$ cat config.mk
export PLATFORM = sky130hd
export DESIGN_NAME = uart_rx_deframer
export DESIGN_NICKNAME = d
export VERILOG_FILES = /design/src/rtl/uart_rx_deframer_pkg.sv /design/src/rtl/rx_edge_bit_cnt.sv /design/src/rtl/uart_rx_deframer.sv
export SDC_FILE = /design/constraint.sdc
export NUM_CORES = 1
export LEC_CHECK = 0
export ABC_AREA = 1
export CELL_PAD_IN_SITES_DETAIL_PLACEMENT = 2
export CELL_PAD_IN_SITES_GLOBAL_PLACEMENT = 2
export CORE_MARGIN = 2
export CORE_UTILIZATION = 35
export CTS_CLUSTER_DIAMETER = 150
export CTS_CLUSTER_SIZE = 8
export DETAILED_ROUTE_END_ITERATION = 10
export PLACE_DENSITY_LB_ADDON = 0.15
export SYNTH_ARGS = -nofsm -noshare
export SYNTH_HDL_FRONTEND = slang
export SYNTH_SLANG_ARGS = --single-unit
export TNS_END_PERCENT = 20
$ cat constraint.sdc
create_clock -name CLK -period 4.27 [get_ports CLK]
set_clock_uncertainty 0.2 [all_clocks]
set_input_delay 0.854 -clock CLK [delete_from_list [all_inputs] [get_ports CLK]]
set_output_delay 0.854 -clock CLK [all_outputs]
set_load 0.005 [all_outputs]
$ cat src/rtl/uart_rx_deframer_pkg.sv
// Shared types and constants for the UART receive deframer.
package uart_rx_deframer_pkg;

  typedef enum logic [2:0] {
    StIdle,
    StStart,
    StData,
    StParity,
    StStop,
    StDone
  } rx_state_e;

  localparam logic [5:0] PrescaleX8       = 6'd8;
  localparam logic [5:0] PrescaleX16      = 6'd16;
  localparam logic [5:0] PrescaleX32      = 6'd32;
  localparam logic [5:0] PrescaleDefault  = PrescaleX8;

  // Map any unsupported oversampling ratio onto the default.
  function automatic logic [5:0] legal_prescale(input logic [5:0] p);
    case (p)
      PrescaleX8, PrescaleX16, PrescaleX32: return p;
      default:                              return PrescaleDefault;
    endcase
  endfunction

endpackage

$ cat src/rtl/rx_edge_bit_cnt.sv
// Oversampling edge counter (0..prescale-1) and bit-in-frame counter.
module rx_edge_bit_cnt (
  input  logic       clk_i,
  input  logic       rst_i,
  input  logic       en_i,
  input  logic       clr_i,
  input  logic       restart_i,
  input  logic [5:0] prescale_i,
  output logic [5:0] edge_cnt_o,
  output logic [3:0] bit_cnt_o,
  output logic       bit_end_o
);

  logic [5:0] edge_q;
  logic [3:0] bit_q;

  assign bit_end_o  = en_i && (edge_q == prescale_i - 6'd1);
  assign edge_cnt_o = edge_q;
  assign bit_cnt_o  = bit_q;

  // Count edges within a bit and bits within a frame; a restart marks the
  // current cycle as edge 0 of a new start bit, so the next cycle is edge 1.
  always_ff @(posedge clk_i) begin
    if (rst_i || clr_i) begin
      edge_q <= 6'd0;
      bit_q  <= 4'd0;
    end else if (restart_i) begin
      edge_q <= 6'd1;
      bit_q  <= 4'd0;
    end else if (en_i) begin
      if (bit_end_o) begin
        edge_q <= 6'd0;
        bit_q  <= bit_q + 4'd1;
      end else begin
        edge_q <= edge_q + 6'd1;
      end
    end
  end

endmodule

$ cat src/rtl/uart_rx_deframer.sv
// UART receive deframer: synchronizer, frame FSM, 2-of-3 majority sampler,
// LSB-first shifter, parity/stop checkers and registered result strobes.
module uart_rx_deframer
  import uart_rx_deframer_pkg::*;
#(
  parameter int unsigned DATA_WIDTH = 8
) (
  input  logic                  CLK,
  input  logic                  RST,
  input  logic                  RX_IN,
  input  logic [5:0]            PRESCALE,
  input  logic                  PAR_EN,
  input  logic                  PAR_TYP,
  output logic [DATA_WIDTH-1:0] RX_P_DATA,
  output logic                  RX_D_VLD,
  output logic                  PAR_ERR,
  output logic                  STP_ERR
);

  localparam int unsigned BitCntW = 4;

  logic rx_meta_q, rx_sync_q;
  rx_state_e state_q, state_d;
  logic [5:0] prescale_q;
  logic par_en_q, par_typ_q;
  logic [DATA_WIDTH-1:0] shift_q;
  logic [1:0] samp_q;
  logic glitch_q, par_err_q, stp_err_q;

  logic [5:0] edge_cnt, half;
  logic [BitCntW-1:0] bit_cnt;
  logic bit_end, cnt_en, cnt_clr, restart, frame_start;
  logic samp_a, samp_b, samp_c, bit_val, par_exp, frame_ok;

  // Two-flop synchronizer; idles high so reset never looks like a start bit.
  always_ff @(posedge CLK) begin
    if (RST) begin
      rx_meta_q <= 1'b1;
      rx_sync_q <= 1'b1;
    end else begin
      rx_meta_q <= RX_IN;
      rx_sync_q <= rx_meta_q;
    end
  end

  assign frame_start = ((state_q == StIdle) || (state_q == StDone)) && !rx_sync_q;
  assign restart     = (state_q == StDone) && !rx_sync_q;
  assign cnt_en      = state_q inside {StStart, StData, StParity, StStop};
  assign cnt_clr     = (state_q == StIdle);

  rx_edge_bit_cnt u_cnt (
    .clk_i      (CLK),
    .rst_i      (RST),
    .en_i       (cnt_en),
    .clr_i      (cnt_clr),
    .restart_i  (restart),
    .prescale_i (prescale_q),
    .edge_cnt_o (edge_cnt),
    .bit_cnt_o  (bit_cnt),
    .bit_end_o  (bit_end)
  );

  assign half     = {1'b0, prescale_q[5:1]};
  assign samp_a   = cnt_en && (edge_cnt == half - 6'd1);
  assign samp_b   = cnt_en && (edge_cnt == half);
  assign samp_c   = cnt_en && (edge_cnt == half + 6'd1);
  assign bit_val  = (samp_q[0] & samp_q[1]) | (samp_q[0] & rx_sync_q) |
                    (samp_q[1] & rx_sync_q);
  assign par_exp  = (^shift_q) ^ par_typ_q;
  assign frame_ok = !par_err_q && !stp_err_q;

  // Frame config latch, sampler and per-state bit consumers.
  always_ff @(posedge CLK) begin
    if (RST) begin
      prescale_q <= PrescaleDefault;
      par_en_q   <= 1'b0;
      par_typ_q  <= 1'b0;
      samp_q     <= 2'b00;
      shift_q    <= '0;
      glitch_q   <= 1'b0;
      par_err_q  <= 1'b0;
      stp_err_q  <= 1'b0;
    end else begin
      if (frame_start) begin
        prescale_q <= legal_prescale(PRESCALE);
        par_en_q   <= PAR_EN;
        par_typ_q  <= PAR_TYP;
        glitch_q   <= 1'b0;
        par_err_q  <= 1'b0;
        stp_err_q  <= 1'b0;
      end
      if (samp_a) samp_q[0] <= rx_sync_q;
      if (samp_b) samp_q[1] <= rx_sync_q;
      if (samp_c) begin
        case (state_q)
          StStart:  glitch_q  <= bit_val;
          StData:   shift_q   <= {bit_val, shift_q[DATA_WIDTH-1:1]};
          StParity: par_err_q <= (bit_val != par_exp);
          StStop:   stp_err_q <= !bit_val;
          default:  ;
        endcase
      end
    end
  end

  // Result strobes are registered so data and valid appear together.
  always_ff @(posedge CLK) begin
    if (RST) begin
      RX_P_DATA <= '0;
      RX_D_VLD  <= 1'b0;
      PAR_ERR   <= 1'b0;
      STP_ERR   <= 1'b0;
    end else begin
      RX_D_VLD <= (state_q == StDone) && frame_ok;
      PAR_ERR  <= (state_q == StDone) && par_err_q;
      STP_ERR  <= (state_q == StDone) && stp_err_q;
      if ((state_q == StDone) && frame_ok) RX_P_DATA <= shift_q;
    end
  end

  // State register.
  always_ff @(posedge CLK) begin
    if (RST) state_q <= StIdle;
    else     state_q <= state_d;
  end

  // Next-state logic.
  always_comb begin
    state_d = state_q;
    case (state_q)
      StIdle:   if (!rx_sync_q) state_d = StStart;
      StStart:  if (bit_end) state_d = glitch_q ? StIdle : StData;
      StData:   if (bit_end && (bit_cnt == BitCntW'(DATA_WIDTH))) begin
                  state_d = par_en_q ? StParity : StStop;
                end
      StParity: if (bit_end) state_d = StStop;
      StStop:   if (bit_end) state_d = StDone;
      StDone:   state_d = rx_sync_q ? StIdle : StStart;
      default:  state_d = StIdle;
    endcase
  end

endmodule

==> reports/metrics.csv, run 1 <==
stage;metric;value;unit
floorplanning;Die Y;89.9;µm
power;Leak Pwr;1.29;nW
cells_and_area;share of cells above drive strength 1;0.0744;
timing;max-slew violation count;0;
clocking;Skew-Pair Late Insertion Delay;0.31;ns
clocking;maximum clock path buffer count;2;
synth;syn nets;395;
placement;Placed Cells;494;
global_routing;largest net degree at the start of global routing;21;
job;Max-Cap Viols;0;
setup_path;Max FO, Critical Path;8;
synth;leading post-synthesis cells by cell area;dfxtp_1 (36%), nand2_1 (13%), nor2_1 (7.3%);
timing;Tightest Pin Transition;0.665;ns
floorplanning;Die Area;0.00808;mm²
setup_path;crit-path most repeated cell;nand2_1;
cells_and_area;nets@finish;420;
setup_path;CP arrival;2.47;ns
timing;relative slew slack;0.554;
clocking;clock-pin slew on the worst setup and hold paths;0.10;ns
floorplanning;die span in x;89.9;µm
setup_path;crit start category;flip-flop;
power;PwrDens;422;mW/mm²
floorplanning;io pins;22;
routing;Iter 0 DRT Violations;71;
setup_path;WP data required;4.28;ns
global_routing;GRT Residual Overflow;0;
routing;drt drc;0;
routing;Vias;2482;
placement;routability cong.;0.783;
setup_path;critical path endpoint category;flip-flop;
synth;synth cell count leaders;nand2_1 (88), nor2_1 (50), dfxtp_1 (47);
synth;Synth top area share;0.365;
placement;dpl hpwl;5.99;mm
min_path;Hold Path Class;reg -> reg;
synth;main combinational cell family by area after synthesis;simple AND/OR/NAND/NOR gates;
setup_path;Max stage delay on crit path;0.39;ns
clocking;# H-tree levels;2;
synth;mux contribution to synthesized area;0;
clocking;Sink Count;47;
synth;sequential area share after synthesis;0.365;
placement;Post-DP Area;0.00291;mm²
cells_and_area;Post-Layout Cell Count;502;
timing;Max Freq;407;MHz
timing;RSZ-0062 raised after global routing;false;
cells_and_area;diode count;0;
synth;ys async rst share;0;
synth;Synth Area in Adders;0.0339;
clocking;CTS Hold Bufs;0;
cells_and_area;fill count;873;
cells_and_area;area delta synth->final;16.1;%
synth;main flop type after synthesis;dfxtp_1;
setup_path;Cell Chain, Critical Path;inv_1 -> ha_1 -> inv_1 -> a21oi_1 -> nand2_1 -> nand2_1 -> nand2_1 -> nor2_2 -> nand3_2 -> a21oi_4 -> nand3_1 -> nand2_1 -> nor2_1;
synth;Simple-Gate Fraction of Synth Area;0.323;
cells_and_area;cell area after layout;0.00300;mm²
routing;Detail Route Antenna Nets;0;
synth;Yosys warnings;0;
synth;most frequent cell after synthesis;nand2_1;
timing;Final min period;2.46;ns
cells_and_area;Finished Core Util;0.416;
synth;syn avg cell area;6.85;µm²
routing;drt pass-1 iters;4;
global_routing;initial antenna violation count;0;
clocking;CTS tree;done;
setup_path;cell with the largest stage delay on the worst path;dfxtp_1;
floorplanning;Initial Utilization;0.358;
floorplanning;Std-Cell Core Area;0.00721;mm²
synth;leading area contributor after synthesis;dfxtp_1;
global_routing;vias in the first global route;2840;
timing;# setup viols final;0;
synth;Post-Synthesis Cells;377;
synth;Post-Syn Area;0.00258;mm²
clocking;CTS Buf Count;5;
synth;Post-synth EDFFs;0;
clocking;postcts setup bufs;0;
timing;Hold Vio Cnt, Final;0;
synth;post-synthesis compound-gate area fraction;0.136;
synth;post-synthesis xor/xnor area fraction;0.0572;
placement;# port buffers;21;
synth;#FFs+latches synth;47;
timing;Final Cycle Share;0.576;
outcome;status;complete, no violations;
routing;Avg Vias per Cell;4.94;
global_routing;Total Routing Usage GR;0.209;
power;worst vdd ir;0.132;mV
setup_path;worst setup path category;reg -> reg;
synth;Netlist cell types;38;
floorplanning;row count;31;
clocking;CTS resizes;0;
setup_path;worst reg2reg setup slack;1.81;ns
routing;WL per Instance;15.6;µm
routing;final wirelength;7.83;mm
global_routing;first-pass GRT wire length;13.7;mm
timing;Setup TNS Final;0;ns
clocking;Clock Root Buffer;clkbuf_8;
## worst max-delay path, delay by kind of cell, from the launching register on
kind | cells | cell delay [ns]
flip-flops | 1 | 0.39
AO/OA/AOI/OAI | 2 | 0.43
adder cells (fa/ha/maj) | 1 | 0.25
buffers and inverters | 2 | 0.27
AND/OR/NAND/NOR | 8 | 0.83
## worst paths after layout
path                  from          to  cells after the start
min reg2reg      rx_meta_q   rx_sync_q                      1
max reg2reg  prescale_q[2]  state_q[1]                     13
max          prescale_q[2]  state_q[1]                     13
min              rx_meta_q   rx_sync_q                      1
## kinds of logic (layout without fill, tap and decap cells)
family	after synthesis	after routing
simple gates	187	187
buf+inv	57	83
xor+xnor	16	16
fa+ha+maj	7	7
flops	47	47
compound gates	63	63
## power by group
part	total, mW	switching [mW]	internal, mW
registers	0.515	0.0403	0.474
logic	0.461	0.309	0.152
clock network	0.289	0.173	0.116
total	1.27	0.523	0.743
## area by class of cell
cell class / count / area (µm²) / area share
multi-input combinational: 273 / 1420 / 0.474
inverter: 52 / 200 / 0.0668
timing repair buffer: 23 / 225 / 0.0751
clock inverter: 3 / 18.8 / 0.00626
clock buffer: 5 / 68.8 / 0.0230
sequential: 47 / 941 / 0.314
tap: 99 / 124 / 0.0413
## stage by stage
stage | hold WS [ns] | total power [mW] | setup slack, ns
2_1_floorplan | 0.189 | 0.853 | 2.30
3_3_place_gp | 0.200 | 0.961 | 1.79
3_5_place_dp | 0.199 | 0.981 | 1.72
4_1_cts | 0.223 | 1.28 | 1.81
5_1_grt | 0.251 | 1.37 | 1.52
6_report | 0.224 | 1.27 | 1.81
## metal layers
layer | global-route usage | vias up | share of wire
met3 | 0.0344 | 8 | 0.017
met1 | 0.245 | 1200 | 0.45
met2 | 0.395 | 21 | 0.52
met4 | 0.0513 | 0 | 0.0098
met5 | 0 | - | 0
li1 | - | 1253 | -
## cells in the final DEF, fill, tap and decap left out, types with 5 or more instances in the layout
cell / netlist / layout
xor2_1: 6 / 6
nand3_1: 21 / 21
dfxtp_1: 47 / 47
o21ai_0: 22 / 22
nand2_1: 88 / 88
a21oi_1: 28 / 28
nor2_1: 50 / 50
clkdlybuf4s50_1: 0 / 21
xnor2_1: 9 / 9
clkbuf_8: 0 / 5
inv_1: 45 / 45
ha_1: 7 / 7
nor3_1: 7 / 7
## registers in the layout, indices dropped and copies added (netlist names)
name	flops
prescale_q	6
par_err_q	1
RX_P_DATA	8
glitch_q	1
samp_q	2
PAR_ERR	1
state_q	3
par_typ_q	1
RX_D_VLD	1
stp_err_q	1
u_cnt.edge_cnt_o	6
u_cnt.bit_cnt_o	4
STP_ERR	1
par_en_q	1
rx_sync_q	1
rx_meta_q	1
shift_q	8
No activity file was read; power rests on OpenSTA's default activity.
==> run 2: changes to the inputs <==
CORE_UTILIZATION = 32   (was 35)
clock period = 2.4 ns   (was 4.27 ns; I/O delays follow)
==> run 2 against run 1 <==
Sequential share of layout area is 0.90 points lower. Routed wire length is 2.9% higher. Non-clock buffer count is 3 higher. Final area is 3.2% higher. Sequential power is 77% higher. Global-route usage is 1.1 points lower. Sequential cell count stayed put. Register-to-register slack worse by 1.7 ns. Highest routed layer unchanged.
==> reports/metrics.csv, run 2 (synthesis results as in run 1) <==
stage;metric;value;unit;change
placement;Placed Cells;500;;was 494
global_routing;largest net degree at the start of global routing;21;;unchanged
clocking;Skew-Pair Late Insertion Delay;0.31;ns;about the same
cells_and_area;share of cells above drive strength 1;0.0887;;was 0.0744
global_routing;vias in the first global route;2727;;was 2840
clocking;Clock Root Buffer;clkbuf_8;;unchanged
timing;Max Freq;444;MHz;was 407 MHz
cells_and_area;diode count;0;;unchanged
timing;RSZ-0062 raised after global routing;true;;was false
setup_path;RR Endpoint;shift_q[5];;was state_q[1]
job;Max-Cap Viols;0;;unchanged
setup_path;WP buf/inv;2;;unchanged
placement;routability cong.;0.804;;was 0.783
setup_path;Crit path depth;11;;was 13
setup_path;cell with the largest stage delay on the worst path;dfxtp_2;;was dfxtp_1
routing;Vias;2495;;was 2482
clocking;maximum clock path buffer count;2;;unchanged
power;worst vdd ir;0.336;mV;was 0.132 mV
placement;# port buffers;21;;unchanged
setup_path;worst r2r src;prescale_q[1];;was prescale_q[2]
routing;highest routed layer;met4;;unchanged
routing;Iter 0 DRT Violations;69;;was 71
routing;WL per Instance;15.9;µm;was 15.6 µm
clocking;Sink Count;47;;unchanged
setup_path;critical path endpoint category;flip-flop;;unchanged
cells_and_area;area delta synth->final;19.9;%;was 16.1%
routing;WL met3;145;µm;was 132 µm
global_routing;Total Routing Usage GR;0.198;;was 0.209
clocking;CTS tree;done;;unchanged
global_routing;initial antenna violation count;0;;unchanged
routing;Avg Vias per Cell;4.91;;was 4.94
timing;Setup TNS Final;0;ns;unchanged
cells_and_area;nets@finish;423;;was 420
timing;max-slew violation count;0;;unchanged
setup_path;worst reg2reg setup slack;0.15;ns;was 1.81 ns
min_path;Hold Path Class;reg -> reg;;unchanged
setup_path;Cell Chain, Critical Path;inv_1 -> ha_1 -> xnor2_1 -> nand2_1 -> a21oi_2 -> nand2_1 -> nor2_4 -> nand3_4 -> clkinv_4 -> nand2_1 -> a21oi_1;;was inv_1 -> ha_1 -> inv_1 -> a21oi_1 -> nand2_1 -> nand2_1 -> nand2_1 -> nor2_2 -> nand3_2 -> a21oi_4 -> nand3_1 -> nand2_1 -> nor2_1
timing;Tightest Pin Transition;0.683;ns;was 0.665 ns
setup_path;WP data required;2.44;ns;was 4.28 ns
power;PwrDens;826;mW/mm²;was 422 mW/mm²
routing;final wirelength;8.06;mm;was 7.83 mm
setup_path;crit path from;prescale_q[1];;was prescale_q[2]
placement;dpl hpwl;6.18;mm;was 5.99 mm
floorplanning;Die Y;93.8;µm;was 89.9 µm
timing;relative slew slack;0.542;;was 0.554
cells_and_area;most common cell after layout, fill and taps aside;nand2_1;;unchanged
cells_and_area;Finished Core Util;0.398;;was 0.416
setup_path;Max stage delay on crit path;0.37;ns;was 0.39 ns
floorplanning;die span in x;93.8;µm;was 89.9 µm
routing;Detail Route Antenna Nets;0;;unchanged
floorplanning;Initial Utilization;0.332;;was 0.358
floorplanning;Die Area;0.00880;mm²;was 0.00808 mm²
timing;# setup viols final;0;;unchanged
floorplanning;row count;32;;was 31
clocking;# H-tree levels;2;;unchanged
setup_path;crit start category;flip-flop;;unchanged
global_routing;first-pass GRT wire length;13.6;mm;was 13.7 mm
setup_path;crit-path most repeated cell;nand2_1;;unchanged
floorplanning;io pins;22;;unchanged
timing;Hold Vio Cnt, Final;0;;unchanged
setup_path;crit-path leading delay family;simple AND/OR/NAND/NOR gates;;unchanged
routing;drt pass-1 iters;4;;unchanged
setup_path;reg2reg path depth;11;;was 13
routing;met2 WL;4.22;mm;was 4.08 mm
routing;Post-Route M1 WL;3.62;mm;was 3.54 mm
clocking;clock-pin slew on the worst setup and hold paths;0.10;ns;about the same
cells_and_area;most frequent cells in the layout;nand2_1 (88), nor2_1 (50), dfxtp_1 (45), inv_1 (45), a21oi_1 (28);;was nand2_1 (88), nor2_1 (50), dfxtp_1 (47), inv_1 (45), a21oi_1 (28)
cells_and_area;top flop regs;RX_P_DATA (8), shift_q (8);;unchanged
setup_path;worst setup path category;reg -> reg;;unchanged
outcome;status;complete, no violations;;unchanged
setup_path;Max FO, Critical Path;9;;was 8
global_routing;GRT Residual Overflow;0;;unchanged
cells_and_area;fill count;951;;was 873
clocking;CTS Buf Count;5;;unchanged
setup_path;CP arrival;2.29;ns;was 2.47 ns
setup_path;Worst Setup EP;shift_q[5];;was state_q[1]
routing;drt drc;0;;unchanged
timing;Final Cycle Share;0.938;;was 0.576
cells_and_area;Post-Layout Cell Count;508;;was 502
timing;Final min period;2.25;ns;was 2.46 ns
floorplanning;Std-Cell Core Area;0.00777;mm²;was 0.00721 mm²
power;Leak Pwr;1.32;nW;was 1.29 nW
## run 2: metal layers
metal | vias to the layer above | track usage
met5 | - | 0
met4 | 0 | 0.0435
met3 | 6 | 0.0297
met2 | 23 | 0.368
met1 | 1206 | 0.239
li1 | 1260 | -
## run 2: through the flow
step / power, mW / hold WS, ns / area (µm²) / worst slack, ns
4_1_cts: 2.59 / 0.241 / 3080 / 0.0817
2_1_floorplan: 1.52 / 0.189 / 2580 / 0.433
3_3_place_gp: 1.79 / 0.192 / 2940 / 0.180
5_1_grt: 2.74 / 0.265 / 3090 / -0.00310
3_5_place_dp: 1.82 / 0.216 / 2940 / 0.0946
6_report: 2.56 / 0.233 / 3090 / 0.148
## run 2: how the worst min path moves through the flow
| stage | from | end | slack (ns) | depth (start not counted) |
|---|---|---|---|---|
| 2_1_floorplan | rx_meta_q | rx_sync_q | 0.19 | 1 |
| 3_3_place_gp | rx_meta_q | rx_sync_q | 0.19 | 1 |
| 3_5_place_dp | rx_meta_q | rx_sync_q | 0.22 | 1 |
| 4_1_cts | rx_meta_q | rx_sync_q | 0.24 | 1 |
| 5_1_grt | rx_meta_q | rx_sync_q | 0.26 | 1 |
| 6_report | rx_meta_q | rx_sync_q | 0.23 | 1 |
## run 2: power breakdown
group / switching (mW) / internal, mW / total (mW)
Sequential: 0.0695 / 0.844 / 0.914
Combinational: 0.595 / 0.307 / 0.902
Clock: 0.317 / 0.423 / 0.740
## run 2: worst register-to-register path, stage by stage (launching register included)
cell and delay, ns:
dfxtp_2 0.37, inv_1 0.11, ha_1 0.33, xnor2_1 0.21, nand2_1 0.10, a21oi_2 0.11, nand2_1 0.10, nor2_4 0.17
nand3_4 0.16, clkinv_4 0.12, nand2_1 0.07, a21oi_1 0.14
## run 2: area by class of cell
cell class	count	area [µm²]	share of cell area
Clock buffer	5	68.8	0.0222
Sequential cell	47	943	0.305
Clock inverter	3	71.3	0.0230
Inverter	52	200	0.0647
Timing Repair Buffer	26	248	0.0801
Tap cell	102	128	0.0412
Multi-Input combinational cell	273	1440	0.464
## run 2: repair_timing
action	4_1_cts	5_1_grt
hold buffers	0	0
setup buffers	0	0
setup endpoints to repair	0	16
resized for setup	0	5
==> run 3: changes to the inputs <==
CTS_CLUSTER_DIAMETER = 60   (was 150)
==> results of run 3 <==
Final layout, timing and power as in run 2 (identical DEF).
